`config.mk`:
```
export PLATFORM = sky130hd
export DESIGN_NAME = branch_resolver
export DESIGN_NICKNAME = d
export VERILOG_FILES = /design/src/rtl/br_pkg.sv /design/src/rtl/br_cond.sv /design/src/rtl/branch_resolver.sv
export SDC_FILE = /design/constraint.sdc
export NUM_CORES = 1
export LEC_CHECK = 0
export CAP_MARGIN = 20
export CORE_ASPECT_RATIO = 0.6
export CORE_MARGIN = 2
export CORE_UTILIZATION = 46
export CTS_BUF_LIST = sky130_fd_sc_hd__clkbuf_8
export DETAILED_ROUTE_END_ITERATION = 12
export GPL_TIMING_DRIVEN = 0
export PLACE_DENSITY_LB_ADDON = 0.08
export SLEW_MARGIN = 20
export SYNTH_ARGS = -nofsm -noshare
export SYNTH_HDL_FRONTEND = slang
export SYNTH_SLANG_ARGS = --single-unit
export TNS_END_PERCENT = 100
```
`constraint.sdc`:
```
create_clock -name clk -period 2.99 [get_ports clk]
set_clock_uncertainty 0.2 [all_clocks]
set_input_delay 0.598 -clock clk [delete_from_list [all_inputs] [get_ports clk]]
set_output_delay 0.598 -clock clk [all_outputs]
set_load 0.005 [all_outputs]
```
`src/rtl/br_pkg.sv`:
```
// Shared encodings for branch resolution: opcodes, FSM states and the
// delay-slot length, plus the branch target helper.
package br_pkg;

    typedef enum logic [2:0] {
        BR_BEQ  = 3'd0,
        BR_BNE  = 3'd1,
        BR_BGEZ = 3'd2,
        BR_BGTZ = 3'd3,
        BR_BLEZ = 3'd4,
        BR_BLTZ = 3'd5
    } br_op_e;

    typedef enum logic [1:0] {
        IDLE      = 2'd0,
        WAIT_OPND = 2'd1,
        DSLOT     = 2'd2
    } br_state_e;

    localparam int unsigned DSLOT_LEN = 1;

    function automatic logic [31:0] br_target(
        input logic [31:0] pc4,
        input logic [15:0] imm
    );
        return pc4 + {{14{imm[15]}}, imm, 2'b00};
    endfunction

endpackage

```
`src/rtl/br_cond.sv`:
```
// Combinational branch condition evaluator on signed 32-bit operands;
// also used by the EX-stage comparator.
module br_cond
    import br_pkg::*;
(
    input  logic [2:0]  op,
    input  logic [31:0] rs,
    input  logic [31:0] rt,
    output logic        taken,
    output logic        illegal
);

    logic rs_zero;
    logic rs_neg;

    assign rs_zero = ~|rs;
    assign rs_neg  = rs[31];

    always_comb begin
        taken   = 1'b0;
        illegal = 1'b0;
        unique case (op)
            BR_BEQ:  taken = (rs == rt);
            BR_BNE:  taken = (rs != rt);
            BR_BGEZ: taken = ~rs_neg;
            BR_BGTZ: taken = ~rs_neg & ~rs_zero;
            BR_BLEZ: taken = rs_neg | rs_zero;
            BR_BLTZ: taken = rs_neg;
            default: illegal = 1'b1;
        endcase
    end

endmodule

```
`src/rtl/branch_resolver.sv`:
```
// ID-stage branch resolver: operand-wait stall, condition and target,
// delay-slot timed PC redirect, sticky error and saturating statistics.
module branch_resolver
    import br_pkg::*;
#(
    parameter int unsigned CNT_W = 16
) (
    input  logic             clk,
    input  logic             rst_n,
    input  logic             br_valid,
    input  logic [2:0]       br_op,
    input  logic [31:0]      rs_val,
    input  logic [31:0]      rt_val,
    input  logic             opnd_ready,
    input  logic [31:0]      pc4,
    input  logic [15:0]      imm16,
    output logic             stall_id,
    output logic             redirect_valid,
    output logic [31:0]      redirect_pc,
    output logic             ds_active,
    output logic             br_err,
    output logic [CNT_W-1:0] branch_cnt,
    output logic [CNT_W-1:0] taken_cnt
);

    localparam int DS_W = (DSLOT_LEN > 1) ? $clog2(DSLOT_LEN) : 1;

    br_state_e         state_q, state_d;
    logic [DS_W-1:0]   ds_cnt_q;
    logic              ds_done;
    logic              in_dslot;
    logic              resolve;
    logic              ds_branch;
    logic              taken;
    logic              illegal;
    logic [31:0]       target;

    logic              redirect_valid_q;
    logic [31:0]       redirect_pc_q;
    logic              br_err_q;
    logic [CNT_W-1:0]  branch_cnt_q;
    logic [CNT_W-1:0]  taken_cnt_q;

    br_cond u_cond (
        .op      (br_op),
        .rs      (rs_val),
        .rt      (rt_val),
        .taken   (taken),
        .illegal (illegal)
    );

    assign target  = br_target(pc4, imm16);
    assign ds_done = (ds_cnt_q == DS_W'(DSLOT_LEN - 1));

    always_ff @(posedge clk or negedge rst_n) begin
        if (!rst_n) begin
            state_q <= IDLE;
        end else begin
            state_q <= state_d;
        end
    end

    always_comb begin
        state_d = state_q;
        unique case (state_q)
            IDLE, WAIT_OPND: begin
                if (!br_valid) begin
                    state_d = IDLE;
                end else if (opnd_ready) begin
                    state_d = DSLOT;
                end else begin
                    state_d = WAIT_OPND;
                end
            end
            DSLOT: begin
                if (ds_done) begin
                    state_d = IDLE;
                end
            end
            default: state_d = IDLE;
        endcase
    end

    always_comb begin
        in_dslot  = (state_q == DSLOT);
        resolve   = br_valid & opnd_ready & ~in_dslot;
        stall_id  = br_valid & ~opnd_ready & ~in_dslot;
        ds_branch = br_valid & in_dslot;
        ds_active = in_dslot;
    end

    // Redirect PC only moves on a taken branch; not-taken keeps the old value.
    always_ff @(posedge clk or negedge rst_n) begin
        if (!rst_n) begin
            ds_cnt_q         <= '0;
            redirect_valid_q <= 1'b0;
            redirect_pc_q    <= '0;
            br_err_q         <= 1'b0;
            branch_cnt_q     <= '0;
            taken_cnt_q      <= '0;
        end else begin
            ds_cnt_q         <= in_dslot ? ds_cnt_q + DS_W'(1) : '0;
            redirect_valid_q <= resolve & taken;
            if (resolve & taken) begin
                redirect_pc_q <= target;
            end
            if ((resolve & illegal) | ds_branch) begin
                br_err_q <= 1'b1;
            end
            if (resolve & ~&branch_cnt_q) begin
                branch_cnt_q <= branch_cnt_q + CNT_W'(1);
            end
            if (resolve & taken & ~&taken_cnt_q) begin
                taken_cnt_q <= taken_cnt_q + CNT_W'(1);
            end
        end
    end

    assign redirect_valid = redirect_valid_q;
    assign redirect_pc    = redirect_pc_q;
    assign br_err         = br_err_q;
    assign branch_cnt     = branch_cnt_q;
    assign taken_cnt      = taken_cnt_q;

endmodule

```
==> impl_metrics.env, run 1 <==
export IMPL_yosysWarnings=0
export IMPL_synthTopCellsByArea="dfrtp_1 (36%), ha_1 (8.1%), xor2_1 (7.9%)"
export IMPL_core_area_um2=9980
export IMPL_utilization_pct=76.2
export IMPL_worst_slack_ns=-0.0837
export IMPL_cp_data_required_time_ns=3.03
export IMPL_grt_pass1_wl_um=23100
export IMPL_dp_cells=793
export IMPL_grt_use_total_pct=25.9
export IMPL_setup_viol=1
export IMPL_maxCapViolations=0
export IMPL_violations="negative setup slack"
export IMPL_dieArea_um2=11300
export IMPL_path_delay_family="compound AO/OA/AOI/OAI gates"
export IMPL_worst_setup_path_start_kind="input pin"
export IMPL_cts_tree="yes"
export IMPL_crit_type="in2reg"
export IMPL_post_route_period_util_pct=103
export IMPL_post_route_drc_count=0
export IMPL_yosysSeqAreaShare_pct=36.0
export IMPL_cts_sinks=69
export IMPL_crit_path_end_kind="flop"
export IMPL_dp_slack_ns=-1.01
export IMPL_syn_area_um2=4790
export IMPL_worst_r2r_setup_slack_ns=0.48
export IMPL_timing_slew_headroom_pct=62.4
export IMPL_yosysUniqueCellTypes=59
export IMPL_layout_drive_gt1_share_pct=18.2
export IMPL_cp_slowest_cell="o41ai_1"
export IMPL_synth_cells=471
export IMPL_min_from="ds_cnt_q"
export IMPL_outcome="finished, violations left"
export IMPL_grt_ovfl_total=0
export IMPL_ir_worst_vdd_uv=514
export IMPL_cts_root_buf="clkbuf_8"
export IMPL_insertion_delay_ns=0.36
export IMPL_ant_nets=0
export IMPL_p_leak_nw=3.20
export IMPL_htreeDepth=3
export IMPL_cts_made_buffers=9
export IMPL_synth_top_family_by_area="simple AND/OR/NAND/NOR gates"
export IMPL_hold_path_end="ds_cnt_q"
export IMPL_instances_no_fill=826
export IMPL_path_buf_inv=1
export IMPL_fp_dieH_um=83.1
export IMPL_dpl_hpwl_um=11300
export IMPL_antenna_found_initial=0
export IMPL_cellPowerDensity_nw_per_um2=489
export IMPL_yosys_area_top_type="dfrtp_1"
export IMPL_chipWidth_um=136
export IMPL_fin_crit_ns=3.07
export IMPL_wl_per_cell_um=18.3
export IMPL_clk_pin_slew_ns=0.08
export IMPL_hold_class="reg2reg"
export IMPL_synth_xor_area_share_pct=15.3
export IMPL_power_w=0.00372
export IMPL_synth_edf_count=0
export IMPL_fp_row_count=28
export IMPL_io_buffers=186
export IMPL_routabilityCongestion=0.842
export IMPL_grt_start_max_net_pins=49
export IMPL_yosysTopAreaCellShare_pct=36.0
export IMPL_cp_startpoint="pc4[2]"
export IMPL_synth_seq_cells=69
export IMPL_synth_mux_area_share_pct=7.20
export IMPL_synth_compound_gate_area_share_pct=14.1
export IMPL_r2r_end="branch_cnt[15]"
export IMPL_hold_viol=0
export IMPL_drt_pre_antenna_iters=4
export IMPL_synthSimpleGateAreaFrac_pct=16.7
export IMPL_timing_setup_tns_ns=-0.0837
export IMPL_area_delta_synth_final_pct=58.7
export IMPL_synth_fp_nets=622
export IMPL_via_per_inst=5.45
export IMPL_antenna_cells=0
export IMPL_vias=4500
export IMPL_synthAdderAreaFrac_pct=8.51
export IMPL_syn_avg_cell_area_um2=10.2
export IMPL_min_path_cells=1
export IMPL_clockBufferDepth=2
export IMPL_slew_violations=0
export IMPL_grt_pass1_vias=4468
export IMPL_synthArstFlopShare_pct=100
export IMPL_path_max_fanout=2
export IMPL_tightest_slew_ns=0.556
export IMPL_drtIter0Drc=217
export IMPL_layout_nets=837
export IMPL_cpPeakStageDelay_ns=0.49
export IMPL_routed_wl_um=15100
export IMPL_start_util_pct=48.0
export IMPL_fmax_mhz=325
export IMPL_synthFlopType="dfrtp_1"
export IMPL_io_pins=187
export IMPL_crit_chain="clkdlybuf4s15_2 -> ha_4 -> fa_2 -> a211oi_4 -> o21ai_2 -> a31oi_1 -> o21ai_1 -> o41ai_1 -> xnor2_1 -> mux2_2"
export IMPL_r2r_start="state_q[1]"
export IMPL_worst_r2r_path_depth=7
export IMPL_arrival_ns=3.11
-- logic make-up after synthesis --
kind of cell             count (synthesis)
AO/OA/AOI/OAI                           86
XOR/XNOR                                84
flip-flops                              69
adder cells (fa/ha/maj)                 32
multiplexers                            31
buffers and inverters                   19
AND/OR/NAND/NOR                        150
-- per-layer routing --
| metal | up-vias | wire (µm) | track usage [%] |
|---|---|---|---|
| met4 | 0 | 224 | 4.36 |
| met3 | 23 | 1250 | 6.72 |
| met5 | - | 0 | 0 |
| li1 | 2173 | - | - |
| met2 | 163 | 6820 | 41.1 |
| met1 | 2141 | 6800 | 36.2 |
-- worst max path at each step --
stage                     slack, ns  cells after the start               to
final                         -0.08                     10  redirect_pc[14]
after global routing          -0.22                     10  redirect_pc[14]
after CTS                     -0.01                     10  redirect_pc[31]
after detailed placement      -1.01                     10  redirect_pc[31]
after global placement        -1.34                      1    branch_cnt[4]
after floorplan                0.02                     10  redirect_pc[28]
-- report_power, final --
part / switching, W / total [W] / internal (W)
Combinational: 0.000597 / 0.00156 / 0.000967
Clock: 0.000414 / 0.000814 / 0.000400
Sequential: 0.000169 / 0.00134 / 0.00117
-- state kept, by name, summed over array words and instances, names as in the netlist --
register        cells
redirect_pc        32
state_q             2
ds_cnt_q            1
redirect_valid      1
taken_cnt          16
branch_cnt         16
br_err              1
-- cell usage after synthesis, drive strengths merged, types with 18 or more instances --
cell type,instances
xor2,43
nand4,20
nor4,18
mux2,28
nand3,20
nand2,26
nor2,21
a21oi,21
ha,31
xnor2,41
dfrtp,69
-- worst reg2reg max path: stages, from the launching register on --
cell      delay, ns
dfrtp_1        0.40
nand2b_1       0.14
nand3_1        0.24
a31oi_2        0.43
and4_1         0.31
nor2b_1        0.38
nand4_1        0.17
xnor2_1        0.14
-- stage by stage --
stage          area (µm²)  hold slack, ns
2_1_floorplan        4810           0.102
3_3_place_gp         6840           0.215
3_5_place_dp         6870           0.220
4_1_cts              7300           0.231
5_1_grt              7610           0.246
6_report             7610           0.229
-- what timing repair did --
action	CTS	global route
endpoints found under the hold margin	21	0
gates resized for setup	52	48
pin swaps	25	26
hold buffers	1	0
setup buffers	6	10
setup endpoints to repair	42	45
cloned	0	0
-- area by class of cell --
| cell class | instances | area (µm²) |
|---|---|---|
| buffer | 9 | 77.6 |
| timing repair buffer | 204 | 2040 |
| multi-input combinational | 383 | 3350 |
| fill | 674 | 2380 |
| sequential | 69 | 1730 |
| inverter | 10 | 37.5 |
| clock inverter | 7 | 80.1 |
| tap | 135 | 169 |
| clock buffer | 9 | 124 |
-- placed cells by master, fill, tap and decap left out, types with 4 or more instances in the layout --
cell             netlist  routed
a21o_1                 8       8
a21oi_1               17      10
a21oi_2                4       9
a31oi_1                8       7
and2_1                 5       5
and3_1                11      10
buf_4                  0      16
buf_6                  2       5
clkbuf_8               0       9
clkdlybuf4s50_1        0     165
dfrtp_1               69      69
dlygate4sd2_1          0       4
dlymetal6s2s_1         0      13
ha_1                  31      15
ha_4                   0      15
inv_1                 10      10
mux2_1                13      13
mux2_2                15      14
nand2_1               26      26
nand2b_1               4       4
nand3_1               20      18
nand4_1               20      20
nor2_1                21      19
nor2b_1                6       6
nor3_1                 8       8
nor4_1                18      12
nor4_2                 0       4
o21a_1                 4       4
o21ai_0                7       5
o21ai_1                7       4
o21ai_2                0       5
xnor2_1               41      41
xor2_1                43      43
(Power assumes the default switching activity.)
==> run 2: changes to the inputs <==
--- a/config.mk
+++ b/config.mk
@@ -8,9 +8,10 @@
 export CAP_MARGIN = 20
 export CORE_ASPECT_RATIO = 0.6
 export CORE_MARGIN = 2
-export CORE_UTILIZATION = 46
+export CORE_UTILIZATION = 50
 export CTS_BUF_LIST = sky130_fd_sc_hd__clkbuf_8
 export DETAILED_ROUTE_END_ITERATION = 12
+export DONT_BUFFER_PORTS = 1
 export GPL_TIMING_DRIVEN = 0
 export PLACE_DENSITY_LB_ADDON = 0.08
 export SLEW_MARGIN = 20
==> run 2 against run 1 <==
Net effect: the flow now finishes without violations; global-route usage down 3.0 points; utilization down 20 points; hold slack worse by 0.066 ns; via count down 19%; cell count down 25%; wire length down 21%; critical path type unchanged; clock power down 15%; flip-flop and latch count unchanged; highest routed layer unchanged; sequential power up 5%.
==> impl_metrics.env, run 2 (same netlist as run 1, synthesis figures left out) <==
export IMPL_post_route_cell_area_um2=5220
export IMPL_crit_path_end="redirect_pc[30]"
export IMPL_insertion_delay_ns=0.35
export IMPL_vias=3665
export IMPL_r2r_end="branch_cnt[15]"
export IMPL_cp_num_cells=10
export IMPL_via_per_inst=5.89
export IMPL_worst_r2r_path_depth=8
export IMPL_wl_per_cell_um=19.2
export IMPL_cts_tree="yes"
export IMPL_dpl_hpwl_um=9440
export IMPL_slew_violations=0
export IMPL_arrival_ns=2.93
export IMPL_cts_sinks=69
export IMPL_grt_pass1_wl_um=18100
export IMPL_dieArea_um2=10400
export IMPL_clk_pin_slew_ns=0.08
export IMPL_layout_drive_gt1_share_pct=13.6
export IMPL_most_common_layout_cells="dfrtp_1 (69), xor2_1 (43), xnor2_1 (41)"
export IMPL_grt_ovfl_total=0
export IMPL_ant_nets=0
export IMPL_clockBufferDepth=2
export IMPL_timing_setup_tns_ns=0
export IMPL_antenna_cells=0
export IMPL_cp_slowest_cell="fa_2"
export IMPL_grt_pass1_vias=3547
export IMPL_ir_worst_vdd_uv=357
export IMPL_cpPeakStageDelay_ns=0.41
export IMPL_path_max_fanout=3
export IMPL_grt_use_total_pct=22.9
export IMPL_crit_chain="ha_1 -> fa_2 -> a211oi_4 -> o21ai_2 -> and3_1 -> o32ai_4 -> o31ai_2 -> a31oi_1 -> xnor2_1 -> mux2_2"
export IMPL_start_util_pct=51.8
export IMPL_routed_wl_um=11900
export IMPL_cts_made_buffers=9
export IMPL_p_leak_nw=2.25
export IMPL_regArea_um2=1730
export IMPL_worst_r2r_setup_slack_ns=0.27
export IMPL_hold_class="in2reg"
export IMPL_timing_slew_headroom_pct=56.3
export IMPL_cp_data_required_time_ns=3.03
export IMPL_cellPowerDensity_nw_per_um2=539
export IMPL_maxCapViolations=0
export IMPL_drt_pre_antenna_iters=4
export IMPL_grt_start_max_net_pins=70
export IMPL_fp_dieH_um=79.8
export IMPL_nFillCells=848
export IMPL_area_delta_synth_final_pct=8.93
export IMPL_crit_type="in2reg"
export IMPL_core_area_um2=9260
export IMPL_crit_path_end_kind="flop"
export IMPL_cts_root_buf="clkbuf_8"
export IMPL_antenna_found_initial=0
export IMPL_r2r_start="branch_cnt[0]"
export IMPL_post_route_drc_count=0
export IMPL_place_area_um2=4970
export IMPL_hold_viol=0
export IMPL_post_route_period_util_pct=96.6
export IMPL_path_buf_inv=0
export IMPL_setup_viol=0
export IMPL_fmax_mhz=346
export IMPL_path_delay_family="compound AO/OA/AOI/OAI gates"
export IMPL_io_buffers=0
export IMPL_fin_crit_ns=2.89
export IMPL_final_common_cell="dfrtp_1"
export IMPL_multi_input_area_um2=3000
export IMPL_worst_setup_path_start_kind="input pin"
export IMPL_routabilityCongestion=0.819
export IMPL_layout_nets=638
export IMPL_largest_register_ffs=32
export IMPL_htreeDepth=3
export IMPL_tightest_slew_ns=0.652
export IMPL_cp_startpoint="pc4[2]"
export IMPL_fp_row_count=27
export IMPL_instances_no_fill=622
export IMPL_dp_cells=601
export IMPL_drtIter0Drc=143
export IMPL_chipWidth_um=130
export IMPL_io_pins=187
export IMPL_outcome="complete, no violations"
run 2: cell types whose count changed in the layout (fill, tap and decap cells not counted), moves of 6 or more:
cell | previous run | this run
clkdlybuf4s50_1 | 165 | 0
ha_1 | 15 | 31
ha_4 | 15 | 0
buf_4 | 16 | 3
dlymetal6s2s_1 | 13 | 0
a21oi_1 | 10 | 17
nor4_1 | 12 | 18
run 2: what timing repair did:
item / in CTS / in global routing
hold buffers: 2 / 0
gates resized for setup: 0 / 3
setup endpoints to repair: 0 / 3
endpoints found under the hold margin: 69 / 0
buffers inserted: 0 / 3
run 2: worst min path at each step:
| stage | startpoint | to | slack, ns | depth (start not counted) |
|---|---|---|---|---|
| after floorplan | rst_n | br_err | 0.10 | 0 |
| after global placement | rst_n | redirect_pc[13] | 0.10 | 0 |
| after detailed placement | rst_n | redirect_pc[13] | 0.10 | 0 |
| after CTS | br_valid | br_err | 0.14 | 1 |
| after global routing | br_valid | br_err | 0.14 | 1 |
| final | br_valid | br_err | 0.16 | 1 |
run 2: cell type report:
| cell class | instances | share of cell area, % |
|---|---|---|
| clock buffer | 9 | 2.37 |
| multi-input combinational | 383 | 57.4 |
| timing repair buffer | 5 | 1.15 |
| buffer | 9 | 1.22 |
| sequential | 69 | 33.1 |
| tap | 130 | 3.12 |
| clock inverter | 7 | 0.983 |
| inverter | 10 | 0.719 |
run 2: metrics by stage:
step | setup WS, ns | hold slack, ns | total power, W | utilization [%]
floorplan | 0.0162 | 0.102 | 0.00193 | -
global placement | -0.288 | 0.104 | 0.00208 | 53.7
detailed placement | -0.354 | 0.104 | 0.00212 | 53.7
CTS | 0.0268 | 0.140 | 0.00285 | 56.0
global route | -0.000119 | 0.144 | 0.00302 | 56.4
finish | 0.102 | 0.163 | 0.00281 | 56.4
run 2: metal layers:
| metal | track usage [%] | vias up | wire [µm] |
|---|---|---|---|
| li1 | - | 1776 | - |
| met2 | 36.2 | 135 | 5390 |
| met4 | 6.17 | 0 | 127 |
| met5 | 0 | - | 0 |
| met3 | 8.45 | 16 | 1030 |
| met1 | 29.5 | 1738 | 5380 |
run 2: worst register-to-register path, cell delays in order (launching register included):
cell	delay (ns)
dfrtp_1	0.43
ha_1	0.23
nand2_1	0.09
nor2_1	0.09
a31oi_1	0.50
and4_1	0.35
nor2b_1	0.39
nand4_1	0.17
xnor2_1	0.16
run 2: power breakdown:
part           internal [W]  switching [W]  total [W]
clock              0.000303       0.000386   0.000689
combinational      0.000375       0.000342   0.000717
sequential          0.00117       0.000233    0.00141
total               0.00185       0.000962    0.00281
